--- src/rtl/mem_arb_pkg.sv ---
// mem_arb_pkg: shared encodings and constants for the I/D-cache memory arbiter.
package mem_arb_pkg;

    localparam int MEM_ADDR_W = 28;
    localparam int MEM_DATA_W = 128;

    localparam logic PORT_I = 1'b0;
    localparam logic PORT_D = 1'b1;

    typedef enum logic [1:0] {
        ST_IDLE   = 2'd0,
        ST_BUSY_I = 2'd1,
        ST_BUSY_D = 2'd2
    } state_e;

    typedef enum logic [1:0] {
        CMD_NONE  = 2'd0,
        CMD_READ  = 2'd1,
        CMD_WRITE = 2'd2
    } cmd_e;

    // A request with both strobes high is a write.
    function automatic cmd_e req_cmd(input logic rd, input logic wr);
        return wr ? CMD_WRITE : (rd ? CMD_READ : CMD_NONE);
    endfunction

endpackage

--- src/rtl/mem_arb_pick.sv ---
// mem_arb_pick: combinational winner select between the I and D requests.
// MEM_ARB_RR_EN: ties go to the port not served last; otherwise D always wins ties.
module mem_arb_pick
    import mem_arb_pkg::*;
(
`ifdef MEM_ARB_RR_EN
    input  logic i_last,
`endif
    input  logic i_ireq,
    input  logic i_dreq,
    output logic o_valid,
    output logic o_port
);

    assign o_valid = i_ireq | i_dreq;
`ifdef MEM_ARB_RR_EN
    assign o_port = (i_ireq & i_dreq) ? ~i_last : (i_dreq ? PORT_D : PORT_I);
`else
    assign o_port = i_dreq ? PORT_D : PORT_I;
`endif

endmodule

--- src/rtl/mem_arbiter.sv ---
// mem_arbiter: shares one block-wide memory port between the I-cache and D-cache.
// MEM_ARB_RR_EN enables round-robin tie breaking; default build is fixed D priority.
module mem_arbiter
    import mem_arb_pkg::*;
#(
    parameter int ADDR_W = MEM_ADDR_W,
    parameter int DATA_W = MEM_DATA_W
) (
    input  logic              clk,
    input  logic              proc_reset_n,
    input  logic              i_mem_read,
    input  logic              i_mem_write,
    input  logic [ADDR_W-1:0] i_mem_addr,
    input  logic [DATA_W-1:0] i_mem_wdata,
    output logic              i_mem_ready,
    output logic [DATA_W-1:0] i_mem_rdata,
    input  logic              d_mem_read,
    input  logic              d_mem_write,
    input  logic [ADDR_W-1:0] d_mem_addr,
    input  logic [DATA_W-1:0] d_mem_wdata,
    output logic              d_mem_ready,
    output logic [DATA_W-1:0] d_mem_rdata,
    output logic              mem_read,
    output logic              mem_write,
    output logic [ADDR_W-1:0] mem_addr,
    output logic [DATA_W-1:0] mem_wdata,
    input  logic [DATA_W-1:0] mem_rdata,
    input  logic              mem_ready
);

    state_e            r_state;
    state_e            w_next;
    cmd_e              r_cmd;
    cmd_e              w_cmd;
    logic [ADDR_W-1:0] r_addr;
    logic [ADDR_W-1:0] w_addr;
    logic [DATA_W-1:0] r_wdata;
    logic [DATA_W-1:0] w_wdata;
    logic              w_valid;
    logic              w_port;
    logic              w_grant;
    logic              w_done;
`ifdef MEM_ARB_RR_EN
    logic              r_last;
`endif

    mem_arb_pick u_pick (
`ifdef MEM_ARB_RR_EN
        .i_last  (r_last),
`endif
        .i_ireq  (i_mem_read | i_mem_write),
        .i_dreq  (d_mem_read | d_mem_write),
        .o_valid (w_valid),
        .o_port  (w_port)
    );

    assign w_grant = (r_state == ST_IDLE) && w_valid;
    assign w_done  = (r_state != ST_IDLE) && mem_ready;
    assign w_cmd   = (w_port == PORT_D) ? req_cmd(d_mem_read, d_mem_write)
                                        : req_cmd(i_mem_read, i_mem_write);
    assign w_addr  = (w_port == PORT_D) ? d_mem_addr : i_mem_addr;
    assign w_wdata = (w_port == PORT_D) ? d_mem_wdata : i_mem_wdata;

    always_ff @(posedge clk or negedge proc_reset_n) begin
        if (!proc_reset_n)
            r_state <= ST_IDLE;
        else
            r_state <= w_next;
    end

    always_comb begin
        w_next = w_grant ? ((w_port == PORT_D) ? ST_BUSY_D : ST_BUSY_I)
                         : (w_done ? ST_IDLE : r_state);
    end

    always_comb begin
        i_mem_ready = (r_state == ST_BUSY_I) && mem_ready;
        d_mem_ready = (r_state == ST_BUSY_D) && mem_ready;
        mem_read    = (r_cmd == CMD_READ);
        mem_write   = (r_cmd == CMD_WRITE);
    end

    // The shared port is driven only from this snapshot, taken at grant time.
    always_ff @(posedge clk or negedge proc_reset_n) begin
        if (!proc_reset_n) begin
            r_cmd   <= CMD_NONE;
            r_addr  <= '0;
            r_wdata <= '0;
        end else if (w_grant) begin
            r_cmd   <= w_cmd;
            r_addr  <= w_addr;
            r_wdata <= w_wdata;
        end else if (w_done) begin
            r_cmd   <= CMD_NONE;
        end
    end

`ifdef MEM_ARB_RR_EN
    // Reset value makes the D-cache win the first tie.
    always_ff @(posedge clk or negedge proc_reset_n) begin
        if (!proc_reset_n)
            r_last <= PORT_I;
        else if (w_done)
            r_last <= (r_state == ST_BUSY_D) ? PORT_D : PORT_I;
    end
`endif

    assign mem_addr    = r_addr;
    assign mem_wdata   = r_wdata;
    assign i_mem_rdata = mem_rdata;
    assign d_mem_rdata = mem_rdata;

endmodule

--- config.mk ---
export PLATFORM = sky130hd
export DESIGN_NAME = mem_arbiter
export DESIGN_NICKNAME = d
export VERILOG_FILES = /design/src/rtl/mem_arb_pkg.sv /design/src/rtl/mem_arb_pick.sv /design/src/rtl/mem_arbiter.sv
export SDC_FILE = /design/constraint.sdc
export NUM_CORES = 1
export LEC_CHECK = 0
export CAP_MARGIN = 20
export CELL_PAD_IN_SITES_DETAIL_PLACEMENT = 0
export CELL_PAD_IN_SITES_GLOBAL_PLACEMENT = 1
export CORE_AREA = 2 2 340 342
export CTS_BUF_LIST = sky130_fd_sc_hd__clkbuf_8
export CTS_CLUSTER_DIAMETER = 120
export DETAILED_ROUTE_END_ITERATION = 10
export DIE_AREA = 0 0 342 344
export PLACE_DENSITY_LB_ADDON = 0.12
export REMOVE_ABC_BUFFERS = 1
export SETUP_SLACK_MARGIN = 0.5
export SLEW_MARGIN = 25
export SYNTH_ARGS = -nofsm -noshare
export SYNTH_HDL_FRONTEND = slang
export SYNTH_SLANG_ARGS = --single-unit
--- constraint.sdc ---
create_clock -name clk -period 1.7 [get_ports clk]
set_clock_uncertainty 0.1 [all_clocks]
set_input_delay 0.17 -clock clk [delete_from_list [all_inputs] [get_ports clk]]
set_output_delay 0.17 -clock clk [all_outputs]
set_load 0.005 [all_outputs]
==> flow_summary.toml <==
[power_and_ir_drop]
switching_share_pct = 34.1
power_leakage_nw = 7.22
clkPwrFrac_pct = 12.3
pwr-share-comb_pct = 58.7
seq_power_share_pct = 29.0
ir_drop_mv = 0.521
p_switching_w = 0.00837
p_int_w = 0.0162
total_power_w = 0.0246
cellPowerDensity_mw_per_mm2 = 1460

[timing]
setup_violations = 160
hold_viol_final = 0
setup_slack_ns = -0.202
worstMarginPinSlew_ns = 0.764
fmax_mhz = 526
finalSetupTns_ns = -24.77
relSlewSlack_pct = 49.0
fin_crit_ns = 1.90
drv_slew = 0
rsz0062_at_grt = "yes"
layout_worst_path_cycle_share_pct = 112

[place]
io_buffers = 478
place.gp.congestion = 0.867
dp_hpwl_um = 82000

[clocking]
clockBufferDepth = 2
clk_latency_ns = 0.59
cts_tree = "done"
cts_made_buffers = 17
root_buffer = "clkbuf_8"
clock-sinks = 160
clk_pin_slew_ns = 0.12
h-tree-depth = 4

[floorplanning]
fp.dieH_um = 344
initial_core_util_pct = 9.54
core_area_mm2 = 0.114
io_pins = 863
die_w_um = 342
die_area_mm2 = 0.118
placementRows = 124

[yosys]
synth-adder-area-share_pct = 0
syn_inst = 781
yosys_warnings = 0
yosysSeqAreaShare_pct = 36.9
synth.area.mux_share_pct = 40.1
synth_compound_area_share_pct = 0.403
ys_types = 24
synth_top_family_by_area = "multiplexers"
ys_ff_latch = 160
synthesis.area_mm2 = 0.0109
avgSynthCellArea_um2 = 13.9
synthSimpleGateAreaFrac_pct = 0.610
yosys.area_share.xor_xnor_pct = 0

[outcome]
violations = "setup timing"
status = "finished, violations left"

[critical_path]
end_kind = "flip-flop"
path_cells = "or2_4 > a21oi_4 > buf_12 > buf_16 > buf_12 > mux2_4"
r2r_start = "r_state[1]$_DFFE_PN0P_"
slowest_delay_ns = 0.41
r2r_end = "mem_wdata[114]$_DFFE_PN0P_"
critPathKind = "flip-flop to flip-flop"
crit_path_top_delay_cell = "dfrtp_1"
required_ns = 2.06
ff2ff_path_depth = 6
cp_max_fo = 13
worst_setup_path_start_kind = "flip-flop"
cpMostUsedCell = "buf_12"
rrSetupSlack_ns = -0.20
worstPathArrival_ns = 2.27
crit_start = "r_state[1]$_DFFE_PN0P_"

[cells_and_area]
antenna_cells = 0
nets = 1587
layout_common_cells = "317 x clkdlybuf4s50_1, 249 x mux2_4, 159 x dfrtp_1"
area_delta_synth_final_pct = 55.4
drive_gt1_share_pct = 57.2
final_common_cell = "clkdlybuf4s50_1"

[drt]
firstDrtPassIters = 4
met1_length_um = 33000
drc = 0
num_vias = 8048
wl_met3_um = 23100
ant_nets = 0
wl_per_cell_um = 36.9
drt-total-wl_um = 98100
wl_met2_um = 39500
routed.top_layer = "met5"
initialDrtViolationCount = 524
via_per_inst = 3.02

[grt]
grt_overflow = 0
grt_pass1_vias = 8362
grtUsageTotal_pct = 16.0
grt_max_degree = 52
antenna_found_initial = 6
grt_pass1_wl_um = 116000

[flow_run]
maxCapViolCount = 0

[min_path]
hold_class = "primary input to asynchronous set/reset pin"
layout make-up:
class,instances,area (µm²)
fillers,12784,97000
clock inverters,9,70.1
repair buffers,630,6010
clock buffers,20,275
flip-flops and latches,160,4010
inverters,2,10.0
multi-input cells,329,4620
well taps,1512,1890
cells in the mapped netlist:
master | number | area (µm²)
buf_4 | 259 | 1940
mux2_4 | 219 | 3290
dfrtp_1 | 160 | 4000
mux2_2 | 94 | 1060
buf_6 | 16 | 180
buf_12 | 11 | 220
buf_2 | 2 | 10.0
buf_8 | 2 | 30.0
inv_1 | 2 | 7.51
nor2b_1 | 2 | 12.5
a21o_1 | 1 | 7.51
a21oi_4 | 1 | 16.3
and2_1 | 1 | 6.26
and3_1 | 1 | 6.26
mux2i_1 | 1 | 10.0
nand2_1 | 1 | 3.75
nand2b_1 | 1 | 6.26
nor2_1 | 1 | 3.75
nor2_4 | 1 | 11.3
nor3b_1 | 1 | 7.51
o21ai_0 | 1 | 5.00
o22ai_1 | 1 | 6.26
o41ai_1 | 1 | 8.76
or2_4 | 1 | 8.76
registers in the layout, indices dropped and copies added, names as in the netlist:
| signal | cells |
|---|---|
| mem_addr | 28 |
| mem_wdata | 128 |
| r_cmd | 2 |
| r_state | 2 |
routing by layer:
| metal | vias to the layer above | GRT usage [%] |
|---|---|---|
| li1 | 3121 | - |
| met1 | 3844 | 14.0 |
| met2 | 966 | 22.1 |
| met3 | 79 | 19.7 |
| met4 | 38 | 3.07 |
| met5 | - | 13.2 |
critical path: cells and delay by family (launching register included):
family | cells | cell delay [ns]
compound gates | 1 | 0.13
simple gates | 1 | 0.27
mux | 1 | 0.31
buf+inv | 3 | 0.51
flops | 1 | 0.41
worst max-delay path by stage:
stage | to | slack [ns]
5_1_grt | mem_wdata[101]$_DFFE_PN0P_ | -0.26
4_1_cts | mem_addr[24]$_DFFE_PN0P_ | -0.26
2_1_floorplan | mem_addr[10]$_DFFE_PN0P_ | -6.72
3_3_place_gp | mem_wdata[118]$_DFFE_PN0P_ | -0.52
3_5_place_dp | mem_wdata[114]$_DFFE_PN0P_ | -0.53
6_report | mem_wdata[114]$_DFFE_PN0P_ | -0.20
cell families (layout without fill, tap and decap cells):
family | Yosys count | in the layout
buffers and inverters | 292 | 661
AND/OR/NAND/NOR | 10 | 10
AO/OA/AOI/OAI | 5 | 5
multiplexers | 314 | 314
flip-flops | 160 | 160
power groups by stage:
stage	clock [W]	combinational, W	sequential (W)
final	0.00302	0.0144	0.00713
after global routing	0.00340	0.0155	0.00736
after CTS	0.00334	0.0130	0.00711
after detailed placement	0	0.0130	0.00707
after global placement	0	0.0131	0.00712
after floorplan	0	0.00419	0.00654
per-stage QoR:
step,setup slack [ns],cells,util [%],hold WS [ns],cell area [µm²]
floorplan,-6.72,491,-,-0.226,8480
global placement,-0.525,2543,13.9,-0.0413,15800
detailed placement,-0.531,2543,13.9,-0.0419,15800
CTS,-0.260,2611,14.2,-0.0453,16100
global route,-0.256,2662,14.8,0.00434,16900
finish,-0.202,2662,14.8,0.0625,16900
repair_timing:
| action | in CTS | in global routing |
|---|---|---|
| gates cloned | 0 | 4 |
| buffers inserted | 37 | 44 |
| gates resized for setup | 753 | 57 |
| endpoints found under the hold margin | 160 | 2 |
| hold buffers | 2 | 3 |
| pin swaps | 1 | 1 |
| endpoints found under the setup margin | 319 | 333 |
Power figures use the tool's default switching activity.
